**src/rtl/commit_arbiter_pkg.sv**
```systemverilog
// Shared commit-path types: unit indices, commit record and saturating counter helper.
package commit_arbiter_pkg;

  localparam int XLEN         = 32;
  localparam int REG_ADDR_W   = 5;
  localparam int N_EXEC_UNITS = 4;
  localparam int UNIT_IDX_W   = $clog2(N_EXEC_UNITS);

  typedef enum logic [UNIT_IDX_W-1:0] {
    UNIT_ALU = 0,
    UNIT_MUL,
    UNIT_DIV,
    UNIT_LSU
  } unit_e;

  typedef struct packed {
    logic                  valid;
    logic [REG_ADDR_W-1:0] rd;
    logic [XLEN-1:0]       data;
    logic [UNIT_IDX_W-1:0] unit;
  } commit_t;

  function automatic logic [31:0] sat_inc32(input logic [31:0] v);
    return (&v) ? v : v + 32'd1;
  endfunction

endpackage

```
**src/rtl/commit_arbiter_if.sv**
```systemverilog
// Result-unit handshake plus register-file / scoreboard commit bus.
// Stats outputs exist only when COMMIT_ARB_STATS_EN is defined.
interface commit_arbiter_if #(
  parameter int N_UNITS    = 4,
  parameter int XLEN       = commit_arbiter_pkg::XLEN,
  parameter int REG_ADDR_W = commit_arbiter_pkg::REG_ADDR_W
);
  localparam int IDX_W = $clog2(N_UNITS);

  logic [N_UNITS-1:0]            unit_valid;
  logic [N_UNITS-1:0]            unit_ready;
  logic [N_UNITS*REG_ADDR_W-1:0] unit_rd;
  logic [N_UNITS*XLEN-1:0]       unit_data;
  logic                          rf_we;
  logic [REG_ADDR_W-1:0]         rf_addr;
  logic [XLEN-1:0]               rf_data;
  logic                          sb_write;
  logic [REG_ADDR_W-1:0]         sb_address;
  logic [IDX_W-1:0]              commit_unit;
`ifdef COMMIT_ARB_STATS_EN
  logic [N_UNITS*32-1:0]         stat_commits;
  logic [31:0]                   stat_conflicts;
`endif

  // Execution units / environment side
  modport master (
    output unit_valid, unit_rd, unit_data,
    input  unit_ready, rf_we, rf_addr, rf_data, sb_write, sb_address, commit_unit
`ifdef COMMIT_ARB_STATS_EN
    , stat_commits, stat_conflicts
`endif
  );

  // Arbiter side
  modport slave (
    input  unit_valid, unit_rd, unit_data,
    output unit_ready, rf_we, rf_addr, rf_data, sb_write, sb_address, commit_unit
`ifdef COMMIT_ARB_STATS_EN
    , stat_commits, stat_conflicts
`endif
  );

endinterface

```
**src/rtl/commit_arbiter_rr_arbiter.sv**
```systemverilog
// Generic round-robin arbiter: first requester at or after ptr_i wins (one-hot + index).
module rr_arbiter #(
  parameter  int N     = 4,
  localparam int IDX_W = (N > 1) ? $clog2(N) : 1
) (
  input  logic [N-1:0]     req_i,
  input  logic [IDX_W-1:0] ptr_i,
  output logic [N-1:0]     gnt_o,
  output logic [IDX_W-1:0] idx_o
);

  always_comb begin
    int   j;
    logic found;
    gnt_o = '0;
    idx_o = '0;
    found = 1'b0;
    j     = 0;
    for (int k = 0; k < N; k++) begin
      j = int'(ptr_i) + k;
      if (j >= N) j = j - N;
      if (!found && req_i[j]) begin
        found    = 1'b1;
        gnt_o[j] = 1'b1;
        idx_o    = IDX_W'(j);
      end
    end
  end

endmodule

```
**src/rtl/commit_arbiter.sv**
```systemverilog
// Round-robin commit of unit results into the single RF write / scoreboard release port.
// Optional per-unit commit and conflict counters: define COMMIT_ARB_STATS_EN.
module commit_arbiter #(
  parameter int N_UNITS    = 4,
  parameter int XLEN       = commit_arbiter_pkg::XLEN,
  parameter int REG_ADDR_W = commit_arbiter_pkg::REG_ADDR_W
) (
  input logic             clk,
  input logic             rst_n,
  commit_arbiter_if.slave bus
);
  import commit_arbiter_pkg::*;

  localparam int IDX_W = $clog2(N_UNITS);

  logic [N_UNITS-1:0]    gnt;
  logic [IDX_W-1:0]      gidx;
  logic                  xfer;
  logic [REG_ADDR_W-1:0] g_rd;
  logic [XLEN-1:0]       g_data;
  logic                  we_d;

  logic [IDX_W-1:0]      rr_ptr_q, rr_ptr_d;
  logic                  rf_we_q, sb_write_q;
  logic [REG_ADDR_W-1:0] rf_addr_q, sb_address_q;
  logic [XLEN-1:0]       rf_data_q;
  logic [IDX_W-1:0]      commit_unit_q;

  rr_arbiter #(.N(N_UNITS)) u_rr (
    .req_i (bus.unit_valid),
    .ptr_i (rr_ptr_q),
    .gnt_o (gnt),
    .idx_o (gidx)
  );

  assign bus.unit_ready = gnt;
  assign xfer           = |gnt;

  // Grant is one-hot, so an AND-OR mux selects the winning result
  always_comb begin
    g_rd   = '0;
    g_data = '0;
    for (int i = 0; i < N_UNITS; i++) begin
      if (gnt[i]) begin
        g_rd   = g_rd   | bus.unit_rd[i*REG_ADDR_W +: REG_ADDR_W];
        g_data = g_data | bus.unit_data[i*XLEN +: XLEN];
      end
    end
  end

  // x0 commits still consume the grant but never write or release
  assign we_d = xfer && (g_rd != '0);

  always_comb begin
    rr_ptr_d = rr_ptr_q;
    if (xfer) rr_ptr_d = (gidx == IDX_W'(N_UNITS - 1)) ? '0 : gidx + IDX_W'(1);
  end

  always_ff @(posedge clk or negedge rst_n) begin
    if (!rst_n) begin
      rr_ptr_q      <= '0;
      rf_we_q       <= 1'b0;
      sb_write_q    <= 1'b0;
      rf_addr_q     <= '0;
      rf_data_q     <= '0;
      sb_address_q  <= '0;
      commit_unit_q <= '0;
    end else begin
      rr_ptr_q   <= rr_ptr_d;
      rf_we_q    <= we_d;
      sb_write_q <= we_d;
      if (xfer) begin
        rf_addr_q     <= g_rd;
        rf_data_q     <= g_data;
        sb_address_q  <= g_rd;
        commit_unit_q <= gidx;
      end
    end
  end

  assign bus.rf_we       = rf_we_q;
  assign bus.rf_addr     = rf_addr_q;
  assign bus.rf_data     = rf_data_q;
  assign bus.sb_write    = sb_write_q;
  assign bus.sb_address  = sb_address_q;
  assign bus.commit_unit = commit_unit_q;

`ifdef COMMIT_ARB_STATS_EN
  logic [N_UNITS*32-1:0] stat_commits_q;
  logic [31:0]           stat_conflicts_q;

  always_ff @(posedge clk or negedge rst_n) begin
    if (!rst_n) begin
      stat_commits_q   <= '0;
      stat_conflicts_q <= '0;
    end else begin
      for (int i = 0; i < N_UNITS; i++) begin
        if (gnt[i]) stat_commits_q[i*32 +: 32] <= sat_inc32(stat_commits_q[i*32 +: 32]);
      end
      if ($countones(bus.unit_valid) > 1) stat_conflicts_q <= sat_inc32(stat_conflicts_q);
    end
  end

  assign bus.stat_commits   = stat_commits_q;
  assign bus.stat_conflicts = stat_conflicts_q;
`endif

`ifndef SYNTHESIS
  // A waiting unit must hold valid, rd and data until it is granted
  for (genvar i = 0; i < N_UNITS; i++) begin : g_hold_chk
    a_hold: assert property (@(posedge clk) disable iff (!rst_n)
      (bus.unit_valid[i] && !bus.unit_ready[i]) |=>
        (bus.unit_valid[i] &&
         $stable(bus.unit_rd[i*REG_ADDR_W +: REG_ADDR_W]) &&
         $stable(bus.unit_data[i*XLEN +: XLEN])));
  end
`endif

endmodule

```
**src/flat_wrapper.sv**
```systemverilog
// flat-port wrapper written by rule: the top's interface ports become plain ports
module commit_arbiter_flat import commit_arbiter_pkg::*;
#(
  parameter int N_UNITS    = 4,
  parameter int XLEN       = commit_arbiter_pkg::XLEN,
  parameter int REG_ADDR_W = commit_arbiter_pkg::REG_ADDR_W
)
  (clk, rst_n, bus_unit_valid, bus_unit_rd, bus_unit_data, bus_unit_ready, bus_rf_we, bus_rf_addr, bus_rf_data, bus_sb_write, bus_sb_address, bus_commit_unit);
  commit_arbiter_if #(.N_UNITS(N_UNITS), .XLEN(XLEN), .REG_ADDR_W(REG_ADDR_W)) bus_i ();
  input logic clk;
  input logic rst_n;
  input wire logic [$bits(bus_i.unit_valid)-1:0] bus_unit_valid;
  input wire logic [$bits(bus_i.unit_rd)-1:0] bus_unit_rd;
  input wire logic [$bits(bus_i.unit_data)-1:0] bus_unit_data;
  output wire logic [$bits(bus_i.unit_ready)-1:0] bus_unit_ready;
  output wire logic [$bits(bus_i.rf_we)-1:0] bus_rf_we;
  output wire logic [$bits(bus_i.rf_addr)-1:0] bus_rf_addr;
  output wire logic [$bits(bus_i.rf_data)-1:0] bus_rf_data;
  output wire logic [$bits(bus_i.sb_write)-1:0] bus_sb_write;
  output wire logic [$bits(bus_i.sb_address)-1:0] bus_sb_address;
  output wire logic [$bits(bus_i.commit_unit)-1:0] bus_commit_unit;
  assign bus_i.unit_valid = bus_unit_valid;
  assign bus_i.unit_rd = bus_unit_rd;
  assign bus_i.unit_data = bus_unit_data;
  assign bus_unit_ready = bus_i.unit_ready;
  assign bus_rf_we = bus_i.rf_we;
  assign bus_rf_addr = bus_i.rf_addr;
  assign bus_rf_data = bus_i.rf_data;
  assign bus_sb_write = bus_i.sb_write;
  assign bus_sb_address = bus_i.sb_address;
  assign bus_commit_unit = bus_i.commit_unit;
  commit_arbiter #(.N_UNITS(N_UNITS), .XLEN(XLEN), .REG_ADDR_W(REG_ADDR_W)) u_core (.clk(clk), .rst_n(rst_n), .bus(bus_i));
endmodule
```
**config.mk**
```make
export PLATFORM = sky130hd
export DESIGN_NAME = commit_arbiter_flat
export DESIGN_NICKNAME = d
export VERILOG_FILES = /design/src/rtl/commit_arbiter_pkg.sv /design/src/rtl/commit_arbiter_if.sv /design/src/rtl/commit_arbiter_rr_arbiter.sv /design/src/rtl/commit_arbiter.sv /design/src/flat_wrapper.sv
export SDC_FILE = /design/constraint.sdc
export NUM_CORES = 1
export LEC_CHECK = 0
export BUFFER_PORTS_ARGS = -buffer_cell sky130_fd_sc_hd__buf_2
export CORE_MARGIN = 1.5
export CORE_UTILIZATION = 35
export CTS_CLUSTER_SIZE = 10
export DETAILED_ROUTE_END_ITERATION = 10
export GPL_TIMING_DRIVEN = 0
export PLACE_DENSITY = 0.7
export SYNTH_ARGS = -nofsm -noshare
export SYNTH_HDL_FRONTEND = slang
export SYNTH_HIERARCHICAL = 1
export SYNTH_SLANG_ARGS = --single-unit
```
**constraint.sdc**
```tcl
create_clock -name clk -period 4.2 [get_ports clk]
set_clock_uncertainty 0.05 [all_clocks]
set_input_delay 0.21 -clock clk [delete_from_list [all_inputs] [get_ports clk]]
set_output_delay 0.21 -clock clk [all_outputs]
set_load 0.01 [all_outputs]
```
==> results of run 1 <==
kinds of logic (layout without fill, tap and decap cells):
logic type,Yosys count,after routing,share of synthesized area (%)
AO/OA/AOI/OAI,132,132,38.5
AND/OR/NAND/NOR,76,76,11.7
flip-flops,42,42,35.6
buffers and inverters,40,249,7.38
adder cells (fa/ha/maj),9,9,3.82
multiplexers,5,5,2.97
sequential cells by signal, summed over array words and instances (netlist names):
name and cells:
u_core/bus.sb_write 1, u_core/bus.sb_address 5, u_core/bus.commit_unit 2, u_core/bus.rf_data 32, u_core/rr_ptr_q 2
layer usage:
metal	track usage (%)	wire length, µm	part of all wire [%]
met5	0	0	0
met4	4.73	99	0.94
met1	27.9	4390	42
met2	38.9	5440	52
met3	3.22	603	5.7
cells in the mapped netlist (3+ instances only):
library cell  instances  area share, %
inv_1                 3           0.38
buf_6                 5            1.9
clkbuf_1             20            2.5
nor2_1               35            4.5
a31oi_2              30             13
ha_1                  9            3.8
buf_4                 6            1.5
nand2_1              27            3.4
o21ai_0               8            1.4
a21o_1                4            1.0
a22oi_1              72             18
a31oi_1               4           0.85
a221o_2               4            1.5
buf_2                 3           0.51
dfrtp_1              42             36
mux4_2                3            2.3
clkbuf_2              3           0.51
worst paths after layout:
path,from,endpoint,slack (ns)
min,rst_n,u_core/bus.rf_data[18],0.006
min in group clk,bus_unit_rd[8],u_core/bus.sb_address[3],0.11
max,u_core/rr_ptr_q[0],u_core/bus.rf_data[23],0.27
max reg2reg,u_core/rr_ptr_q[0],u_core/bus.rf_data[23],0.27
max in group asynchronous,rst_n,u_core/bus.rf_data[7],3.50
min reg2reg,u_core/bus.commit_unit[1],u_core/bus.commit_unit[1],0.45
what timing repair did:
action,4_1_cts,5_1_grt
gates resized for setup,0,11
endpoints found under the hold margin,0,0
setup endpoints to repair,0,28
metrics by stage:
| stage | cells | util (%) | power (W) |
|---|---|---|---|
| finish | 618 | 51.3 | 0.00449 |
| global placement | 610 | 50.0 | 0.00414 |
| CTS | 618 | 51.1 | 0.00451 |
| floorplan | 304 | - | 0.00323 |
| global route | 618 | 51.3 | 0.00487 |
| detailed placement | 610 | 50.0 | 0.00422 |
report_power, final:
part / internal, W / total, W / switching [W]
logic: 0.00140 / 0.00342 / 0.00202
registers: 0.000671 / 0.000797 / 0.000126
clock network: 0.000132 / 0.000273 / 0.000140
total: 0.00221 / 0.00449 / 0.00228
final cells by class:
type                    instances  area share [%]
flip-flops and latches         42            25.1
clock buffers                   6            1.97
clock inverters                 2           0.298
inverters                       3           0.269
plain buffers                  37            5.07
multi-input cells             222            40.2
repair buffers                201            24.0
well taps                     105            3.13
==> results.txt, run 1 <==
Stages on worst setup path: 12
Layout Cell Area excl Fill: 4190 µm²
Worst-path clk slew: 0.09 ns
Share of cells above drive strength 1: 53.2%
Die height: 94.8 µm
Final WL: 10500 µm
Worst reg2reg path depth: 12
Post-DR vias/cell: 5.36
Ys flop type: dfrtp_1
Commonest cells after routing, fill and taps aside: 204 x buf_2, 72 x a22oi_1, 42 x dfrtp_1, 35 x nor2_1, 30 x a31oi_2
Post-CTS setup buffer count: 0
Crit path cell chain: buf_6, buf_2, inv_1, ha_1, mux4_2, or2_4, nor2b_4, a221o_2, clkbuf_1, clkbuf_1, a22oi_1, a31oi_2
Clk root buf: clkbuf_8
Multi-input logic area: 1690 µm²
Core footprint: 8180 µm²
Mapped cell area: 2950 µm²
CP max-delay cell: dfrtp_1
Min-delay worst type: in -> async
Leak: 2.00 nW
DP HPWL: 8350 µm
Syn avg cell area: 9.70 µm²
Crit path time final: 3.93 ns
CTS tree: built
H-tree depth: 2
Post-synthesis cell type count: 37
Most common cell after layout, fill and taps aside: buf_2
Sequential share of the synthesized area: 35.6%
Ys Warns: 6
CP startpoint kind: flop
DR vias: 3312
Max Cap Viol: 0
Diode count: 0
Fin worst setup slack: 0.266 ns
Largest delay contributor family on the critical path: buffers and inverters
Chip Width: 94.8 µm
Ports: 204
Grt total ovfl: 0
Area Growth Syn to Fin: 42.2%
Vias in the first global route: 2898
Total Routing Usage GR: 21.9%
Fin. max-slew vios: 0
Final period utilization: 93.7%
Data arrival, critical path: 4.09 ns
Critical path capture point type: flop
Count of final setup violators: 0
Gate count of the mapped netlist: 304
Die area: 8990 µm²
Status: complete, no violations
Final hold vios: 0
Initial Utilization: 36.1%
Req. time, crit path: 4.35 ns
CTS buffer count: 5
Clk sinks: 42
Initial antenna violation count: 0
Cell area after placement: 4090 µm²
Fill cells: 789
Slowest cell delay on critical path: 0.49 ns
Rows: 33
Routed Antenna Nets: 0
Drt first pass iters: 5
Hold Buf Count CTS: 0
First-pass GRT wire length: 14900 µm
Min Hold Slack: 0.00588 ns
Syn nets: 467
DRC Markers: 0
Max FO, Critical Path: 10
Storage cell area: 1050 µm²
Clock Latency Late Sink: 0.28 ns
Pre-CTS WS: 0.183 ns
PwrDens: 1070 nW/µm²
GP Congestion: 0.786
Worst vdd ir: 0.000366 V
Largest net degree at the start of global routing: 43
Kind of critical path: reg -> reg
Yosys reg bits: 42
1st-iter DRT viols: 146
Drt wl/cell: 17.0 µm
RSZ-0062 raised after global routing: no
Slew headroom: 36.8%
Slew @ Worst Pin: 0.948 ns
Fin nets: 675
Synth async-reset ratio: 100%
EDFF count, synth: 0
Cell seen most often among critical-path stages: clkbuf_1
Port-buffer cells: 201
Fmax achieved: 254 MHz
CTS max path bufs: 2
CP bufs+invs: 5
Setup TNS Final: 0 ns
Note: power is estimated with default switching activity, not from simulation.
==> run 2, diff against run 1 <==
CELL_PAD_IN_SITES_DETAIL_PLACEMENT = 0   (was not set)
CELL_PAD_IN_SITES_GLOBAL_PLACEMENT = 2   (was not set)
CORE_UTILIZATION = 22   (was 35)
PLACE_DENSITY = not set   (was 0.7)
PLACE_DENSITY_LB_ADDON = 0.1   (was not set)
==> results.txt, run 2 (synthesis gave the netlist of run 1 again) <==
DP HPWL: 9350 µm (was 8350 µm)
Drt first pass iters: 4 (was 5)
Min Hold Slack: 0.0407 ns (was 0.00588 ns)
Met2 Track Usage GR: 30.6% (was 38.9%)
First-pass GRT wire length: 18500 µm (was 14900 µm)
Max FFs per register: 32 (unchanged)
Fmax achieved: 261 MHz (was 254 MHz)
Met3 Use GR: 3.72% (was 3.22%)
Commonest cells after routing, fill and taps aside: 204 x buf_2, 72 x a22oi_1, 42 x dfrtp_1, 35 x nor2_1, 30 x a31oi_2 (unchanged)
Post-DR vias/cell: 4.71 (was 5.36)
Slew @ Worst Pin: 1.01 ns (was 0.948 ns)
Non-filler cells, final: 687 (was 618)
Crit path time final: 3.83 ns (was 3.93 ns)
Cell area after placement: 4180 µm² (was 4090 µm²)
PwrDens: 1070 nW/µm² (about the same)
CP max-delay cell: dfrtp_1 (unchanged)
Core footprint: 13100 µm² (was 8180 µm²)
Diode count: 0 (unchanged)
Most common cell after layout, fill and taps aside: buf_2 (unchanged)
CTS tree: built (unchanged)
Clock Latency Late Sink: 0.27 ns (was 0.28 ns)
Share of cells above drive strength 1: 54.2% (was 53.2%)
Fin nets: 675 (unchanged)
Fill cells: 1461 (was 789)
GP Congestion: 0.750 (was 0.786)
Layout Cell Area excl Fill: 4330 µm² (was 4190 µm²)
Largest delay contributor family on the critical path: buffers and inverters (unchanged)
1st-iter DRT viols: 138 (was 146)
Chip Width: 119 µm (was 94.8 µm)
Min-delay worst type: in -> async (unchanged)
Placed Cells: 681 (was 610)
Final hold vios: 0 (unchanged)
Worst vdd ir: 0.000273 V (was 0.000366 V)
Die height: 119 µm (was 94.8 µm)
H-tree depth: 2 (unchanged)
Req. time, crit path: 4.35 ns (about the same)
Crit path cell chain: buf_6, buf_2, inv_1, ha_1, mux4_2, or2_4, nor2b_4, a221o_2, clkbuf_1, clkbuf_2, a22oi_1, a31oi_2 (was buf_6, buf_2, inv_1, ha_1, mux4_2, or2_4, nor2b_4, a221o_2, clkbuf_1, clkbuf_1, a22oi_1, a31oi_2)
Drt wl/cell: 17.3 µm (was 17.0 µm)
Die area: 14100 µm² (was 8990 µm²)
Kind of critical path: reg -> reg (unchanged)
Max FO, Critical Path: 10 (unchanged)
Rows: 42 (was 33)
RSZ-0062 raised after global routing: no (unchanged)
Largest net degree at the start of global routing: 43 (unchanged)
Grt total ovfl: 0 (unchanged)
Clk sinks: 42 (unchanged)
Clk root buf: clkbuf_16 (was clkbuf_8)
Count of final setup violators: 0 (unchanged)
DRC Markers: 0 (unchanged)
Final period utilization: 91.2% (was 93.7%)
Area Growth Syn to Fin: 46.9% (was 42.2%)
Worst-path clk slew: 0.06 ns (was 0.09 ns)
Final core occ: 33.0% (was 51.3%)
Post-CTS setup buffer count: 0 (unchanged)
Vias in the first global route: 3411 (was 2898)
CP startpoint kind: flop (unchanged)
DR vias: 3233 (was 3312)
Ports: 204 (unchanged)
Leak: 2.04 nW (was 2.00 nW)
Fin. max-slew vios: 0 (unchanged)
Gr busiest metal: met2 (unchanged)
Port-buffer cells: 201 (unchanged)
Routed Antenna Nets: 0 (unchanged)
Total Routing Usage GR: 16.9% (was 21.9%)
CP bufs+invs: 5 (unchanged)
Slowest cell delay on critical path: 0.46 ns (was 0.49 ns)
GR Util met1: 20.0% (was 27.9%)
Initial Utilization: 22.4% (was 36.1%)
Max Cap Viol: 0 (unchanged)
Status: complete, no violations (unchanged)
Data arrival, critical path: 3.99 ns (was 4.09 ns)
Final WL: 11900 µm (was 10500 µm)
CTS buffer count: 5 (unchanged)
Slew headroom: 32.8% (was 36.8%)
Critical path capture point type: flop (unchanged)
Initial antenna violation count: 0 (unchanged)
CTS max path bufs: 2 (unchanged)
-- run 2: where the power goes --
group          internal [W]  switching [W]  total [W]
registers          0.000672       0.000124   0.000796
clock network      0.000230       0.000151   0.000381
logic               0.00141        0.00204    0.00345
-- run 2: area by class of cell --
type / count / area [µm²] / area share, %
Tap cell: 176 / 220 / 5.08
Sequential cell: 42 / 1050 / 24.3
Clock buffer: 6 / 139 / 3.21
Inverter: 3 / 11.3 / 0.260
Timing Repair Buffer: 201 / 1010 / 23.2
Buffer: 37 / 220 / 5.08
Multi-Input combinational cell: 222 / 1690 / 38.9
-- run 2: worst paths after layout --
path | start | to | slack (ns) | cells after the start
worst max-delay path | u_core/rr_ptr_q[0] | u_core/bus.rf_data[26] | 0.37 | 12
worst min-delay path | rst_n | u_core/bus.rf_data[28] | 0.04 | 1
worst max register to register | u_core/rr_ptr_q[0] | u_core/bus.rf_data[26] | 0.37 | 12
worst min register to register | u_core/bus.commit_unit[0] | u_core/bus.commit_unit[0] | 0.41 | 2
max in group asynchronous | rst_n | u_core/bus.sb_address[1] | 3.43 | 1
min in group clk | bus_unit_rd[8] | u_core/bus.sb_write | 0.12 | 3
-- run 2: timing repair --
action                                  4_1_cts  5_1_grt
gates resized for setup                       0       23
endpoints found under the setup margin        0       34
hold buffers                                  0        0
-- run 2: worst register-to-register path, delay by kind of cell, from the launching register on --
kind | cells | cell delay [ns]
and+or+nand+nor | 2 | 0.45
DFF | 1 | 0.46
adders and majority gates | 1 | 0.45
muxes | 1 | 0.42
buffers and inverters | 5 | 1.36
AOI/OAI and AO/OA | 3 | 0.58
-- run 2: per-stage QoR --
| step | setup TNS (ns) | setup slack [ns] | power [W] |
|---|---|---|---|
| after floorplan | 0 | 0.931 | 0.00323 |
| after global placement | -0.0269 | -0.0269 | 0.00428 |
| after detailed placement | 0 | 0.0515 | 0.00432 |
| after CTS | 0 | 0.0576 | 0.00470 |
| after global routing | 0 | 0.0713 | 0.00506 |
| final | 0 | 0.368 | 0.00463 |
-- run 2: metal layers --
metal	vias to the layer above	share of wire (%)
li1	1578	-
met1	1529	40
met2	111	53
met3	15	5.7
met4	0	1.8
met5	-	0
